$ cat config.mk
export PLATFORM = sky130hd
export DESIGN_NAME = csi_packet_parser
export DESIGN_NICKNAME = d
export VERILOG_FILES = /design/src/rtl/csi_packet_parser.sv
export SDC_FILE = /design/constraint.sdc
export NUM_CORES = 1
export LEC_CHECK = 0
export BUFFER_PORTS_ARGS = -buffer_cell sky130_fd_sc_hd__buf_4
export CORE_MARGIN = 4
export CORE_UTILIZATION = 40
export CTS_BUF_LIST = sky130_fd_sc_hd__clkbuf_16
export DETAILED_ROUTE_END_ITERATION = 10
export GPL_TIMING_DRIVEN = 0
export SYNTH_ARGS = -nofsm -noshare
export SYNTH_HDL_FRONTEND = slang
export SYNTH_SLANG_ARGS = --single-unit
$ cat constraint.sdc
create_clock -name rxbyteclkhs -period 3.01 [get_ports rxbyteclkhs]
set_input_delay 0.602 -clock rxbyteclkhs [delete_from_list [all_inputs] [get_ports rxbyteclkhs]]
set_output_delay 0.602 -clock rxbyteclkhs [all_outputs]
set_load 0.01 [all_outputs]
$ cat src/rtl/csi_packet_parser.sv
// csi_packet_parser
// Decodes CSI-2 packet headers from the header finder's 32-bit word stream,
// classifies packets as short or long, strips long-packet payload into
// byte-enabled words and captures the 16-bit packet footer (CRC).
//
// Ports:
//   rxbyteclkhs   byte clock, all logic on its rising edge
//   reset         synchronous active-high reset
//   in_data       input word, byte0 = [7:0] earliest on the wire
//   in_valid      in_data valid this cycle
//   in_ph         in_data is a packet header (qualified by in_valid)
//   vc, dt, word_count, ecc   header fields, held until the next header
//   hdr_valid     pulse when a header is decoded
//   frame_start, frame_end, line_start, line_end   short-packet sync pulses
//   payload_data, payload_be, payload_valid, payload_last   payload stream
//   crc, crc_valid   packet footer {high, low} and its capture pulse
//   pkt_abort     pulse when a header interrupts an unfinished long packet
module csi_packet_parser #(
  parameter logic [5:0] LONG_DT_MIN = 6'h10,
  parameter int         CNT_W       = 17
) (
  input  logic        rxbyteclkhs,
  input  logic        reset,
  input  logic [31:0] in_data,
  input  logic        in_valid,
  input  logic        in_ph,
  output logic [1:0]  vc,
  output logic [5:0]  dt,
  output logic [15:0] word_count,
  output logic [7:0]  ecc,
  output logic        hdr_valid,
  output logic        frame_start,
  output logic        frame_end,
  output logic        line_start,
  output logic        line_end,
  output logic [31:0] payload_data,
  output logic [3:0]  payload_be,
  output logic        payload_valid,
  output logic        payload_last,
  output logic [15:0] crc,
  output logic        crc_valid,
  output logic        pkt_abort
);

  typedef enum logic [1:0] {IDLE, BODY, DONE} state_t;

  state_t             state_q, state_d;
  logic [CNT_W-1:0]   rem_q, rem_d;
  logic [7:0]         crc_lo_q, crc_lo_d;
  logic [1:0]         vc_q, vc_d;
  logic [5:0]         dt_q, dt_d;
  logic [15:0]        wc_q, wc_d;
  logic [7:0]         ecc_q, ecc_d;
  logic               hdr_valid_q, hdr_valid_d;
  logic               fs_q, fs_d, fe_q, fe_d, ls_q, ls_d, le_q, le_d;
  logic [31:0]        pdata_q, pdata_d;
  logic [3:0]         pbe_q, pbe_d;
  logic               pvalid_q, pvalid_d;
  logic               plast_q, plast_d;
  logic [15:0]        crc_q, crc_d;
  logic               crc_valid_q, crc_valid_d;
  logic               abort_q, abort_d;

  logic signed [CNT_W:0] lane_rem;
  logic [7:0]            lane_byte;

  // Next-state logic. rem counts the body bytes still expected, including
  // the two CRC bytes, measured from lane 0 of the current word. Lanes are
  // walked low to high so a CRC low byte captured in this word is already
  // visible in crc_lo_d when the high byte follows in a higher lane.
  always_comb begin
    state_d     = state_q;
    rem_d       = rem_q;
    crc_lo_d    = crc_lo_q;
    vc_d        = vc_q;
    dt_d        = dt_q;
    wc_d        = wc_q;
    ecc_d       = ecc_q;
    crc_d       = crc_q;
    hdr_valid_d = 1'b0;
    fs_d        = 1'b0;
    fe_d        = 1'b0;
    ls_d        = 1'b0;
    le_d        = 1'b0;
    pdata_d     = 32'h0;
    pbe_d       = 4'h0;
    pvalid_d    = 1'b0;
    plast_d     = 1'b0;
    crc_valid_d = 1'b0;
    abort_d     = 1'b0;
    lane_rem    = '0;
    lane_byte   = 8'h0;

    if (in_valid && in_ph) begin
      vc_d        = in_data[7:6];
      dt_d        = in_data[5:0];
      wc_d        = in_data[23:8];
      ecc_d       = in_data[31:24];
      hdr_valid_d = 1'b1;
      abort_d     = (state_q == BODY);
      if (in_data[5:0] < LONG_DT_MIN) begin
        case (in_data[5:0])
          6'h00:   fs_d = 1'b1;
          6'h01:   fe_d = 1'b1;
          6'h02:   ls_d = 1'b1;
          6'h03:   le_d = 1'b1;
          default: ;
        endcase
        state_d = DONE;
      end else begin
        rem_d   = CNT_W'(in_data[23:8]) + CNT_W'(2);
        state_d = BODY;
      end
    end else if (in_valid && (state_q == BODY)) begin
      for (int i = 0; i < 4; i++) begin
        lane_rem  = $signed({1'b0, rem_q}) - $signed((CNT_W+1)'(i));
        lane_byte = in_data[8*i +: 8];
        if (lane_rem > 2) begin
          pbe_d[i]          = 1'b1;
          pdata_d[8*i +: 8] = lane_byte;
        end else if (lane_rem == 2) begin
          crc_lo_d = lane_byte;
        end else if (lane_rem == 1) begin
          crc_d       = {lane_byte, crc_lo_d};
          crc_valid_d = 1'b1;
        end
      end
      pvalid_d = |pbe_d;
      // The final payload byte sits in this word exactly when 3..6 bytes remain.
      plast_d  = (rem_q >= CNT_W'(3)) && (rem_q <= CNT_W'(6));
      rem_d    = (rem_q > CNT_W'(4)) ? rem_q - CNT_W'(4) : '0;
      state_d  = (rem_q <= CNT_W'(4)) ? DONE : BODY;
    end
  end

  // All state and outputs registered in one place.
  always_ff @(posedge rxbyteclkhs) begin
    if (reset) begin
      state_q     <= IDLE;
      rem_q       <= '0;
      crc_lo_q    <= 8'h0;
      vc_q        <= 2'h0;
      dt_q        <= 6'h0;
      wc_q        <= 16'h0;
      ecc_q       <= 8'h0;
      hdr_valid_q <= 1'b0;
      fs_q        <= 1'b0;
      fe_q        <= 1'b0;
      ls_q        <= 1'b0;
      le_q        <= 1'b0;
      pdata_q     <= 32'h0;
      pbe_q       <= 4'h0;
      pvalid_q    <= 1'b0;
      plast_q     <= 1'b0;
      crc_q       <= 16'h0;
      crc_valid_q <= 1'b0;
      abort_q     <= 1'b0;
    end else begin
      state_q     <= state_d;
      rem_q       <= rem_d;
      crc_lo_q    <= crc_lo_d;
      vc_q        <= vc_d;
      dt_q        <= dt_d;
      wc_q        <= wc_d;
      ecc_q       <= ecc_d;
      hdr_valid_q <= hdr_valid_d;
      fs_q        <= fs_d;
      fe_q        <= fe_d;
      ls_q        <= ls_d;
      le_q        <= le_d;
      pdata_q     <= pdata_d;
      pbe_q       <= pbe_d;
      pvalid_q    <= pvalid_d;
      plast_q     <= plast_d;
      crc_q       <= crc_d;
      crc_valid_q <= crc_valid_d;
      abort_q     <= abort_d;
    end
  end

  assign vc            = vc_q;
  assign dt            = dt_q;
  assign word_count    = wc_q;
  assign ecc           = ecc_q;
  assign hdr_valid     = hdr_valid_q;
  assign frame_start   = fs_q;
  assign frame_end     = fe_q;
  assign line_start    = ls_q;
  assign line_end      = le_q;
  assign payload_data  = pdata_q;
  assign payload_be    = pbe_q;
  assign payload_valid = pvalid_q;
  assign payload_last  = plast_q;
  assign crc           = crc_q;
  assign crc_valid     = crc_valid_q;
  assign pkt_abort     = abort_q;

endmodule

==> flow_summary.yaml <==
global_routing:
  antenna_found_initial: 0
  grt_pass1_wl_microns: 37400
  track_usage_pct: 26.40
  first_global_vias: 6429
  overflow: 0
  grt_max_degree: 17
layout:
  n_fill_cell: 1518
  multiInputGateArea_sq_um: 4253
  final_nets: 1035
  synthToLayoutAreaGrowth_pct: 41.01
  drive_gt1_share_pct: 30.29
  seq_area_sq_um: 2430
  final_cell_mix: "159 x buf_4, 114 x nand2_1, 110 x dfxtp_1, 51 x nor2_1, 50 x o21ai_0"
  mostFrequentLayoutCell: "buf_4"
yosys:
  netlist_instances: 809
  synthMuxAreaShare_pct: 6.257
  synth_fa_ha_area_share_pct: 2.862
  synthSimpleGateAreaFrac_pct: 27.11
  avgSynthCellArea_sq_um: 8.107
  synth_edf_count: 0
  yosys.area_share.xor_xnor_pct: 3.605
  synth_compound_area_share_pct: 18.37
  syn_area_sq_um: 6559
  synth_flop_cell: "dfxtp_1"
  synth_top_area_share_pct: 36.63
  synth-async-reset-ratio_pct: 0
  synth_top_family_by_area: "simple AND/OR/NAND/NOR gates"
  synth_nets: 860
  netlist_top_cells_area: "dfxtp_1 37%, nand2_1 6.6%, mux2i_1 4.9%"
  synth_warnings: 0
  post_synth_num_cell_types: 75
  yosysTopAreaCell: "dfxtp_1"
  ys_ff_latch: 120
  seq_area_frac_synth_pct: 36.63
placed_design:
  dp_hpwl_microns: 18120
  gp_congestion: 0.9311
  numPortBuffers: 120
  pre_cts_ws_ps: -1075
setup_path:
  worstSetupPathType: "register to register"
  crit_fanout: 8
  crit-reg2reg-launch: "rem_q[5]"
  arrival_ps: 3360
  required_ps: 3370
  crit_path_start: "rem_q[5]"
  start_kind: "register"
  endpoint_kind: "register"
  r2r_cells: 10
  r2r-end: "crc[5]"
  regToRegSetupSlack_ps: 20
power:
  ir_drop_mv: 0.5059
  p_leak_uw: 0.003829
  finalPower_uw: 5552
  power.density_nw_per_um2: 600.2
clock_tree:
  cts_buffers: 17
  htreeDepth: 4
  root_buffer: "clkbuf_16"
  cts_tree: "done"
  clock-sinks: 120
  insertion_delay_ps: 430
  cts.reportedPaths.clkPinSlew_ps: 60
  clockBufferDepth: 2
detailed_routing:
  drtIter0Drc: 632
  avgViaCountPerCell: 5.811
  firstDrtPassIters: 7
  drc: 0
  final_antenna_net_count: 0
  routed_wl_microns: 25280
  num_vias: 7054
  avgRoutedWirePerCell_microns: 20.82
die:
  chipWidth_microns: 136.1
  core_sq_um: 16000
  start_util_pct: 40.99
  row_count: 46
  dieArea_sq_um: 18510
  ios: 129
  die-height_microns: 136.1
timing:
  min_period_ps: 2994
  fin_crit_sh_pct: 99.46
  finalMaxSlewViolations: 0
  slew_headroom_pct: 48.21
  worstMarginPinSlew_ps: 776.8
  setup_ws_ps: 16.37
  hold_viol: 0
  fmax_mhz: 334.0
  rsz0062_at_grt: "true"
  clock-skew-final_ps: 11.70
  setup-violations-final: 0
worst_hold_path:
  min_to: "frame_start"
  hold_path_depth: 2
  hold_path_startpoint: "in_data[0]"
  hold_class: "primary input to register"
run_status:
  run_status: "complete, no violations"
job:
  max-cap-violations: 0
[metal layers]
metal  wire, microns  GRT usage, %  up-vias
met1           11490         37.11     3377
met2           10870         38.22      338
met3            2008         6.329       71
met4             904         11.81        0
li1                -             -     3268
met5               0             0        -
[sequential cells by signal, indices dropped and copies added (netlist names)]
register       cells
line_end           1
crc_lo_q           8
crc_valid          1
payload_be         4
crc               16
vc                 2
word_count        16
rem_q             17
payload_valid      1
payload_last       1
state_q            2
frame_end          1
frame_start        1
payload_data      32
hdr_valid          1
line_start         1
pkt_abort          1
dt                 6
ecc                8
[logic make-up (layout without fill, tap and decap cells)]
family                   count (synthesis)  count (layout)
adder cells (fa/ha/maj)                 15              15
XOR/XNOR                                27              27
multiplexers                            40              40
AO/OA/AOI/OAI                          192             192
AND/OR/NAND/NOR                        336             336
buffers and inverters                   79             267
other                                    0               1
flip-flops                             120             120
[power breakdown]
group | switching, uW | internal [uW] | total [uW]
Clock | 790 | 1390 | 2180
Combinational | 953 | 706 | 1660
Sequential | 68.8 | 1650 | 1710
[cell usage after synthesis, drive strengths merged (4+ instances only)]
cell     instances
o22ai            5
nand3           22
buf             20
dfxtp          120
a211oi          11
nand2b           7
nor2b            4
ha              15
a22oi           21
or4              8
o31ai            4
nor4            15
xnor2           11
o32ai            6
o211ai           6
a2111oi          6
nor2            55
nor3b            8
clkbuf          43
and3            14
inv             16
nor3            23
and4             5
nand2          115
a21oi           49
mux2             8
and2            30
o21ai           61
xor2            16
nand4           11
mux2i           32
[area by class of cell]
cell class              instances  area share [%]
plain buffers                  58           3.883
diodes                          1         0.02706
well taps                     216           2.922
flip-flops and latches        120           26.27
multi-input cells             610           45.98
repair buffers                161           13.33
inverters                      16          0.8117
clock inverters                15           2.178
clock buffers                  17           4.600
[worst max-delay path by stage]
stage | end | slack [ps] | depth (start not counted)
finish | crc[5] | 20 | 10
global route | crc[0] | -70 | 11
CTS | crc_lo_q[6] | -8 | 13
detailed placement | crc_lo_q[6] | -1070 | 13
global placement | crc_lo_q[6] | -1110 | 13
floorplan | crc_lo_q[6] | 40 | 13
[metrics by stage]
| step | cells | utilization, % | hold WS (ps) | instance area [sq um] | TNS (ps) |
|---|---|---|---|---|---|
| floorplan | 809 | - | 425.0 | 6569 | 0 |
| global placement | 1145 | 48.37 | 439.7 | 7740 | -32100 |
| detailed placement | 1145 | 48.37 | 444.6 | 7740 | -31620 |
| CTS | 1194 | 54.88 | 400.6 | 8781 | -12.71 |
| global route | 1213 | 57.79 | 410.8 | 9246 | -324.9 |
| finish | 1214 | 57.80 | 418.0 | 9249 | 0 |
[critical path, stage by stage, from the launching register on]
cell and delay (ps):
dfxtp_4 360, buf_8 120, or4_4 480, buf_12 170, nor4_4 310, xnor2_2 190, o2111ai_4 140, or4b_4 600
nor3_4 220, or2b_1 260, nand3_1 80
[repair_timing]
action | CTS | global route
resized for setup | 67 | 80
hold buffers | 0 | 0
setup endpoints to repair | 58 | 40
pin swaps | 19 | 24
setup buffers | 20 | 21
gates cloned | 0 | 0
(Power assumes the default switching activity.)
